File: config.mk
export PLATFORM = sky130hd
export DESIGN_NAME = trivium_stream_core
export DESIGN_NICKNAME = d
export VERILOG_FILES = /design/src/rtl/trivium_stream_core.sv
export SDC_FILE = /design/constraint.sdc
export NUM_CORES = 1
export LEC_CHECK = 0
export ABC_AREA = 0
export BUFFER_PORTS_ARGS = -buffer_cell sky130_fd_sc_hd__buf_4
export CAP_MARGIN = 10
export CORE_UTILIZATION = 54
export DETAILED_ROUTE_END_ITERATION = 16
export HOLD_SLACK_MARGIN = 0.15
export PLACE_DENSITY_LB_ADDON = 0.12
export SYNTH_ARGS = -nofsm -noshare
export SYNTH_HDL_FRONTEND = slang
export SYNTH_SLANG_ARGS = --single-unit
File: constraint.sdc
create_clock -name clk -period 2.3 [get_ports clk]
set_input_delay 0.115 -clock clk [delete_from_list [all_inputs] [get_ports clk]]
set_output_delay 0.115 -clock clk [all_outputs]
set_load 0.03 [all_outputs]
File: src/rtl/trivium_stream_core.sv
// -----------------------------------------------------------------------------
// trivium_stream_core
//
// Trivium stream-cipher engine producing W keystream bits per clock. The core
// takes an 80-bit key and 80-bit IV through a valid/ready handshake, runs the
// warm-up rounds, then XORs a framed data stream with keystream under
// valid/ready flow control. Encryption and decryption are the same operation.
//
// Optional build macro: TRIVIUM_ERR_CNT_EN adds o_err_count, a saturating
// count of o_err pulses that only rst clears.
//
// Parameters
//   W            keystream/data bits per cycle (1,2,4,8,16,32,64)
//   INIT_ROUNDS  warm-up rounds, a multiple of W
//
// Ports
//   clk          clock
//   rst          asynchronous active-low reset
//   i_abort      synchronous abort back to IDLE, wipes the cipher state
//   i_key_valid  key/IV offer           o_key_ready  core accepts key/IV
//   i_key        key, i_key[i] -> s(i+1)
//   i_iv         IV,  i_iv[i]  -> s(94+i)
//   i_in_valid   input word valid       o_in_ready   input word accepted
//   i_in_data    plaintext/ciphertext   i_in_last    final word of message
//   o_out_valid  output word valid      i_out_ready  downstream accepts
//   o_out_data   i_in_data ^ keystream  o_out_last   registered i_in_last
//   o_busy       high in LOAD, INIT, RUN and LAST
//   o_err        protocol error: input offered before the core can take it
//   o_err_count  (TRIVIUM_ERR_CNT_EN only) saturating error count
//
// State    | meaning
// ---------+---------------------------------------------------------------
// S_IDLE   | waiting for key/IV, cipher state zero
// S_LOAD   | key/IV captured, arming the warm-up counter
// S_INIT   | warm-up rounds, keystream discarded
// S_RUN    | streaming data words
// S_LAST   | final word held until downstream takes it
// -----------------------------------------------------------------------------
module trivium_stream_core #(
    parameter int W           = 8,
    parameter int INIT_ROUNDS = 1152
) (
    input  logic         clk,
    input  logic         rst,
    input  logic         i_abort,
    input  logic         i_key_valid,
    output logic         o_key_ready,
    input  logic [79:0]  i_key,
    input  logic [79:0]  i_iv,
    input  logic         i_in_valid,
    output logic         o_in_ready,
    input  logic [W-1:0] i_in_data,
    input  logic         i_in_last,
    output logic         o_out_valid,
    input  logic         i_out_ready,
    output logic [W-1:0] o_out_data,
    output logic         o_out_last,
    output logic         o_busy,
    output logic         o_err
`ifdef TRIVIUM_ERR_CNT_EN
    ,
    output logic [15:0]  o_err_count
`endif
);

    localparam int N_INIT = INIT_ROUNDS / W;
    localparam int CW     = (N_INIT > 1) ? $clog2(N_INIT) : 1;

    typedef enum logic [2:0] {
        S_IDLE = 3'd0,
        S_LOAD = 3'd1,
        S_INIT = 3'd2,
        S_RUN  = 3'd3,
        S_LAST = 3'd4
    } state_t;

    state_t         r_state;
    logic [287:0]   r_s;        // r_s[k-1] holds Trivium bit s(k)
    logic [CW-1:0]  r_cnt;
    logic           r_out_valid;
    logic [W-1:0]   r_out_data;
    logic           r_out_last;

    logic [287:0]   w_s_adv;
    logic [W-1:0]   w_ks;
    logic           w_in_fire;
    logic           w_err;
    logic [287:0]   w_s_load;

    // W rounds unrolled; keystream bit j comes from the j-th round.
    always_comb begin
        logic [287:0] s;
        logic         t1;
        logic         t2;
        logic         t3;
        s    = r_s;
        w_ks = '0;
        t1   = 1'b0;
        t2   = 1'b0;
        t3   = 1'b0;
        for (int j = 0; j < W; j++) begin
            t1      = s[65] ^ s[92];
            t2      = s[161] ^ s[176];
            t3      = s[242] ^ s[287];
            w_ks[j] = t1 ^ t2 ^ t3;
            t1      = t1 ^ (s[90] & s[91]) ^ s[170];
            t2      = t2 ^ (s[174] & s[175]) ^ s[263];
            t3      = t3 ^ (s[285] & s[286]) ^ s[68];
            s       = {s[286:177], t2, s[175:93], t1, s[91:0], t3};
        end
        w_s_adv = s;
    end

    assign w_s_load = {3'b111, 112'd0, i_iv, 13'd0, i_key};

    assign o_key_ready = (r_state == S_IDLE);
    assign o_busy      = (r_state != S_IDLE);
    // Abort masks the handshake so upstream never sees a word "taken" that
    // is then thrown away.
    assign o_in_ready  = (r_state == S_RUN) && (!r_out_valid || i_out_ready) && !i_abort;
    assign w_in_fire   = o_in_ready && i_in_valid;
    assign w_err       = !i_abort && i_in_valid &&
                         ((r_state == S_IDLE) || (r_state == S_LOAD) || (r_state == S_INIT));
    assign o_err       = w_err;

    assign o_out_valid = r_out_valid;
    assign o_out_data  = r_out_data;
    assign o_out_last  = r_out_last;

    always_ff @(posedge clk or negedge rst) begin
        if (!rst) begin
            r_state     <= S_IDLE;
            r_s         <= '0;
            r_cnt       <= '0;
            r_out_valid <= 1'b0;
            r_out_data  <= '0;
            r_out_last  <= 1'b0;
        end else if (i_abort) begin
            r_state     <= S_IDLE;
            r_s         <= '0;
            r_cnt       <= '0;
            r_out_valid <= 1'b0;
            r_out_last  <= 1'b0;
        end else begin
            case (r_state)
                S_IDLE: begin
                    if (i_key_valid) begin
                        r_s     <= w_s_load;
                        r_state <= S_LOAD;
                    end
                end
                S_LOAD: begin
                    r_cnt   <= CW'(N_INIT - 1);
                    r_state <= S_INIT;
                end
                S_INIT: begin
                    r_s <= w_s_adv;
                    if (r_cnt == '0) begin
                        r_state <= S_RUN;
                    end else begin
                        r_cnt <= r_cnt - 1'b1;
                    end
                end
                S_RUN: begin
                    if (w_in_fire) begin
                        r_out_data  <= i_in_data ^ w_ks;
                        r_out_last  <= i_in_last;
                        r_out_valid <= 1'b1;
                        r_s         <= w_s_adv;
                        if (i_in_last) begin
                            r_state <= S_LAST;
                        end
                    end else if (i_out_ready) begin
                        r_out_valid <= 1'b0;
                    end
                end
                S_LAST: begin
                    if (r_out_valid && i_out_ready) begin
                        r_out_valid <= 1'b0;
                        r_out_last  <= 1'b0;
                        r_s         <= '0;
                        r_state     <= S_IDLE;
                    end
                end
                default: begin
                    r_state <= S_IDLE;
                end
            endcase
        end
    end

`ifdef TRIVIUM_ERR_CNT_EN
    logic [15:0] r_err_count;

    // Survives abort so software can read the history after recovery.
    always_ff @(posedge clk or negedge rst) begin
        if (!rst) begin
            r_err_count <= '0;
        end else if (w_err && (r_err_count != 16'hFFFF)) begin
            r_err_count <= r_err_count + 16'd1;
        end
    end

    assign o_err_count = r_err_count;
`endif

endmodule

### Word level (Yosys, flattened, before mapping)

Index checks and enable logic that the tools add are counted.
W data, S select, Z words.

| word-level totals | value |
|---|---|
| register bits after elaboration | 309 |
| input port bits | 175 |
| word-level logic and storage cells | 178 |

| operators by class | value |
|---|---|
| add/sub/neg operators | 1 |
| equality and inequality tests | 11 |
| muxes and demuxes | 23 |
| bitwise gates (word level) | 114 |
| reduce and logical (&&, ||, !) cells | 23 |

Operators with widths:

| cell | count |
|---|---|
| $mux W288 | 4 |
| $pmux W288 S4 | 1 |
| $xor A1 B1 Y1 | 88 |
| $and A1 B1 Y1 | 24 |
| $mux W3 | 6 |
| $mux W8 | 2 |
| $pmux W8 S2 | 1 |
| $ne A3 B3 Y1 const B | 5 |
| $pmux W3 S5 | 1 |
| $reduce_and A3 Y1 | 3 |
| $reduce_bool A3 Y1 | 3 |
| $logic_not A8 Y1 | 1 |
| $sub A8 B1 Y8 const B | 1 |
| $xor A8 B8 Y8 | 1 |
| $eq A3 B2 Y1 const B | 2 |
| $logic_and A1 B1 Y1 | 6 |
| $mux W1 | 6 |
| $reduce_and A5 Y1 | 1 |
| $reduce_bool A5 Y1 | 1 |
| $ne A4 B4 Y1 const B | 1 |
| $pmux W1 S2 | 2 |
| $reduce_and A4 Y1 | 1 |
| $eq A3 B1 Y1 const B | 1 |
| $eq A3 B3 Y1 const B | 1 |
| other kinds (6) | 9 |

### Longest topological paths before layout

| depth | value |
|---|---|
| depth after elaboration | 8 |
| depth in mapped cells | 8 |
| depth with buffers taken out | 6 |

### Worst setup path after synthesis

OpenSTA, ideal clock, no wires.

| timing | value |
|---|---|
| kind | reg-to-reg |
| start point | reg r_out_valid, in the netlist o_out_valid |
| end point | reg r_out_data[0], in the netlist o_out_data[0] |
| library setup time | 128 ps |
| arrival time | 2298 ps |
| data required time | 2172 ps |
| path slack | -125 ps |
| cell stages (with the launch flop) | 5 |
| buffers on the path | 0 |
| cell sequence | dfrtp_1 nand2b_1 nor3b_1 nand2_1 mux2_1 |

| on the way | value |
|---|---|
| cells in the longest elaborated chain, start to end | 6 |

RTL lines:

| element | line | text |
|---|---|---|
| start: declaration | 80 | `logic r_out_valid;` |
| start signal: assignment | 135 | `r_out_valid <= 1'b0;` |
| start signal: assignment | 142 | `r_out_valid <= 1'b0;` |
| start signal: assignment | 168 | `r_out_valid <= 1'b1;` |
| $logic_not A1 Y1 | 120 | `assign o_in_ready = (r_state == S_RUN) && (!r_out_valid \|\| i_out_ready) && !i_abort;` |
| $logic_or A1 B1 Y1 | 120 |  |
| $logic_and A1 B1 Y1 (2 in series) | 120 |  |
| named net o_in_ready | 51 | `output logic o_in_ready,` |
| $logic_and A1 B1 Y1 | 121 | `assign w_in_fire = o_in_ready && i_in_valid;` |
| $reduce_and A3 Y1 (no line) | - |  |
| end signal: assignment | 166 | `r_out_data <= i_in_data ^ w_ks;` |
| end: declaration | 81 | `logic [W-1:0] r_out_data;` |

The timed path passes the listed nets, and every way through them passes these cells.
A chain may end at the register's enable or synchronous reset.

### Final worst setup path

| timing | value |
|---|---|
| start point | reg r_state[1] |
| end point | reg r_s[36] |

| on the way | value |
|---|---|
| cells in the longest elaborated chain, start to end | 6 |
| elaborated cells on any way between the ends | 14 |

RTL lines:

| element | line | text |
|---|---|---|
| start: declaration | 77 | `state_t r_state;` |
| start signal: assignment | 132 | `r_state <= S_IDLE;` |
| start signal: assignment | 139 | `r_state <= S_IDLE;` |
| start signal: assignment | 149 | `r_state <= S_LOAD;` |
| $eq A3 B2 Y1 | 120, 145 |  |
| $logic_and A1 B1 Y1 (2 in series) | 120 |  |
| $logic_and A1 B1 Y1 | 121 |  |
| $ne A3 B3 Y1 (no line) | - |  |
| $reduce_and A4 Y1 (no line) | - |  |
| end signal: assignment | 148 | `r_s <= w_s_load;` |
| end signal: assignment | 157 | `r_s <= w_s_adv;` |
| end signal: assignment | 169 | `r_s <= w_s_adv;` |
| end: declaration | 78 | `logic [287:0] r_s;` |

Parallel ways exist; a longest one is shown, timed or not.

==> summary.txt <==
Run status
  • Outcome: complete, no violations

Die
  • # rows: 62
  • Vert. Die Dim: 172.9 um
  • I/O pin cnt: 189
  • Starting utilization of the core area: 54.92%
  • Die width: 172.9 um
  • Die area: 0.02988 sq mm
  • Core Area: 0.02870 sq mm

Power and ir drop
  • Total power per unit cell area: 1102 mW/mm^2
  • Leakage power of the design: 10.15 nW
  • Power consumption: 22.90 mW
  • Max IR drop VDD: 0.8275 mV

Clock tree
  • Max H-tree Level: 2
  • Root buffer cell: sky130_fd_sc_hd__clkbuf_16
  • Maximum root-to-sink buffer count: 3
  • CTS tree: yes
  • Post-CTS clock slew at the launch and capture registers of the worst setup and hold paths: 0.06 ns
  • Skew-Pair Late Insertion Delay: 0.52 ns
  • Clock sink count: 309
  • Number of CTS-inserted buffers: 35

GRT
  • Via count of the first global-routing pass: 13490
  • Global-route wire length before repair: 75.19 mm
  • Antenna violations before repair: 4
  • Combined global-route utilization of all metal layers: 31.60%
  • Overflow left after global routing: 0
  • Largest net degree at the start of global routing: 103

STA
  • Final Max Slew Viols: 0
  • Slew HR: 30.48%
  • Worst slew pin tran: 1.039 ns
  • Setup Viol. Count Final: 0
  • Number of failing hold endpoints at the final stage: 0
  • Post-layout minimum cycle time: 2.200 ns
  • Setup clock skew after layout: 0.02080 ns
  • Maximum clock frequency: 454.5 MHz
  • Final worst slack: 0.09969 ns
  • Tcrit/Tclk final: 95.67%
  • Final Hold Slack: 0.1856 ns

Synth
  • Post-synthesis instance area: 0.01576 sq mm
  • Top cells by count, synth: sky130_fd_sc_hd__dfrtp_1, sky130_fd_sc_hd__nand2_1, sky130_fd_sc_hd__mux2_1
  • Warnings from Yosys: 0
  • Area share of xor/xnor cells in the synthesized design: 6.445%
  • Most used flip-flop cell after synthesis: sky130_fd_sc_hd__dfrtp_1
  • Synthesized flop and latch total: 309
  • Multiplexer share of the synthesized area: 13.03%
  • Synth top area cells: sky130_fd_sc_hd__dfrtp_1, sky130_fd_sc_hd__mux2_1, sky130_fd_sc_hd__o31ai_1, sky130_fd_sc_hd__nand2_1, sky130_fd_sc_hd__a22o_1
  • Post-synthesis average cell area: 10.65 sq um
  • Most common cell in the synthesized netlist: sky130_fd_sc_hd__dfrtp_1
  • Dominant cell type by area after synthesis: sky130_fd_sc_hd__dfrtp_1
  • Sequential cell area fraction in the yosys report: 49.06%
  • Share of async-settable or async-resettable flops after synthesis: 100.0%
  • Area share of the largest cell type after synthesis: 49.06%
  • Gate Count Post-Synth: 1480
  • Post-Synth Adder-Cell Area: 0.1588%
  • Combinational family with the most area after synthesis: compound AO/OA/AOI/OAI gates
  • Number of different library cells in the post-synthesis netlist: 52
  • Net count after synthesis: 1657
  • Fraction of the mapped netlist area in compound gates: 18.11%
  • Synthesized-area fraction occupied by and/or/nand/nor cells: 8.874%
  • Number of enable flip-flop cells after synthesis: 0

Finish
  • Number of filler cells placed in the layout: 2006
  • Final design utilization: 72.41%
  • Post-route insts no fill: 2208
  • NumNets Final: 1971
  • Area added between synthesis and finish: 31.85%
  • Share of layout cells above drive strength 1: 17.20%

Place
  • Buffers on Ports: 188
  • Post-Place Cells: 1963
  • Pre-CTS worst setup slack: 0.01430 ns
  • Global placement routability congestion: 0.8822
  • HPWL after DPL: 27.81 mm

Setup path
  • Crit Path Class: flop to flop
  • Startpoint class of the critical path: flop
  • Highest fanout seen on the critical path: 22
  • RR Startpoint: r_state[1]$_DFFE_PN0P_
  • Element type at the critical path end: flop
  • Req. time, crit path: 2.67 ns
  • Crit path DAT: 2.57 ns
  • Start point of the critical path: r_state[1]$_DFFE_PN0P_

Routing
  • Violation count after the first detailed-route iteration: 1169
  • Initial DRT Pass Iterations: 5
  • Average vias per placed instance: 6.021
  • Remaining number of nets flagged by the antenna check after routing: 0
  • Routed len/inst: 21.52 um
  • Detailed-route wire length: 47.52 mm
  • Number of vias after detailed routing: 13290
  • DRC: 0

Min path
  • Type of the worst min-delay path: input port to asynchronous set/reset pin

Run
  • Max-capacitance violation count: 0
## registers in the layout, indices dropped and copies added (netlist names)
register     flops
r_s            288
o_out_data       8
r_cnt            8
r_state          3
o_out_last       1
o_out_valid      1
## path summary, 6_finish.rpt
check / to / slack, ns / depth (start not counted)
setup / recovery: r_s[36]$_DFFE_PN0P_ / 0.1 / 7
hold / removal: r_s[247]$_DFFE_PN0P_ / 0.19 / 2
setup reg to reg: r_s[36]$_DFFE_PN0P_ / 0.1 / 7
hold reg to reg: r_s[129]$_DFFE_PN0P_ / 0.48 / 1
max in group asynchronous: r_s[39]$_DFFE_PN0P_ / 1.25 / 3
min in group clk: r_s[4]$_DFFE_PN0P_ / 0.43 / 6
## final cells by class
class	instances	area, sq um	area share [%]
antenna	4	10.01	0.04816
clock buffer	53	1015	4.882
clock inverter	10	140.1	0.6742
inverter	30	112.6	0.5418
multi-input combinational	1003	7413	35.67
sequential	309	7735	37.22
tap	384	480.5	2.312
timing repair buffer	415	3877	18.66
## report_power, final
| group | internal, mW | leakage (nW) | switching (mW) | total (mW) |
|---|---|---|---|---|
| sequential | 6.92 | 4.15 | 1.22 | 8.14 |
| clock | 3.40 | 0.567 | 2.25 | 5.64 |
| combinational | 4.18 | 5.44 | 4.94 | 9.12 |
| total | 14.5 | 10.2 | 8.41 | 22.9 |
## logic make-up (layout without fill, tap and decap cells)
logic type                 Yosys count  count (layout)
DFF                                309             309
other                                0               4
AOI/OAI and AO/OA                  417             417
buffers and inverters              168             508
muxes                              185             185
and+or+nand+nor                    323             323
adders and majority gates            2               2
xor gates and xnor gates            76              76
## stage by stage
stage,instance area (sq um),TNS (ns)
floorplan,15770,0
global placement,17810,0
detailed placement,17810,0
CTS,20700,0
global route,20780,-0.005850
finish,20780,0
## worst max-delay path, cell delays in order, from the launching register on
cell and delay [ns]:
sky130_fd_sc_hd__dfrtp_2 0.45, sky130_fd_sc_hd__buf_4 0.19, sky130_fd_sc_hd__nand2_1 0.19, sky130_fd_sc_hd__a211oi_4 0.10, sky130_fd_sc_hd__nor3_4 0.31, sky130_fd_sc_hd__buf_12 0.24, sky130_fd_sc_hd__buf_12 0.19, sky130_fd_sc_hd__mux2_1 0.38
## cells in the final DEF (no fill, tap or decap), types with 3 or more instances in the layout
cell / count
sky130_fd_sc_hd__clkbuf_16: 38
sky130_fd_sc_hd__clkbuf_1: 12
sky130_fd_sc_hd__a22oi_1: 16
sky130_fd_sc_hd__a2bb2oi_1: 3
sky130_fd_sc_hd__mux2i_1: 24
sky130_fd_sc_hd__xnor3_1: 8
sky130_fd_sc_hd__a22o_1: 72
sky130_fd_sc_hd__nand3_1: 73
sky130_fd_sc_hd__bufinv_16: 3
sky130_fd_sc_hd__clkinv_2: 5
sky130_fd_sc_hd__nor2_1: 17
sky130_fd_sc_hd__o21ai_1: 82
sky130_fd_sc_hd__clkbuf_8: 5
sky130_fd_sc_hd__inv_1: 29
sky130_fd_sc_hd__o31ai_1: 146
sky130_fd_sc_hd__a31oi_1: 3
sky130_fd_sc_hd__buf_6: 3
sky130_fd_sc_hd__buf_12: 22
sky130_fd_sc_hd__nand2_1: 205
sky130_fd_sc_hd__a211oi_1: 3
sky130_fd_sc_hd__diode_2: 4
sky130_fd_sc_hd__dlygate4sd3_1: 173
sky130_fd_sc_hd__mux2_1: 161
sky130_fd_sc_hd__xor3_1: 16
sky130_fd_sc_hd__dfrtp_1: 307
sky130_fd_sc_hd__nand2b_1: 3
sky130_fd_sc_hd__xnor2_1: 51
sky130_fd_sc_hd__a21oi_1: 75
sky130_fd_sc_hd__nor4_1: 3
sky130_fd_sc_hd__buf_4: 214
## per-layer routing
metal  vias up  GRT usage [%]  wire, um
met5         -              0         0
met4         0          10.14      1320
met3        96          5.453      3401
met2       581          50.44     22880
met1      6645          44.14     19920
li1       5972              -         -
## repair_timing
item	4_1_cts	5_1_grt
hold buffers	173	0
resized for setup	0	9
setup endpoints to repair	0	85
setup buffers	0	3
hold endpoints to repair	370	0
No activity file was read; power rests on OpenSTA's default activity.
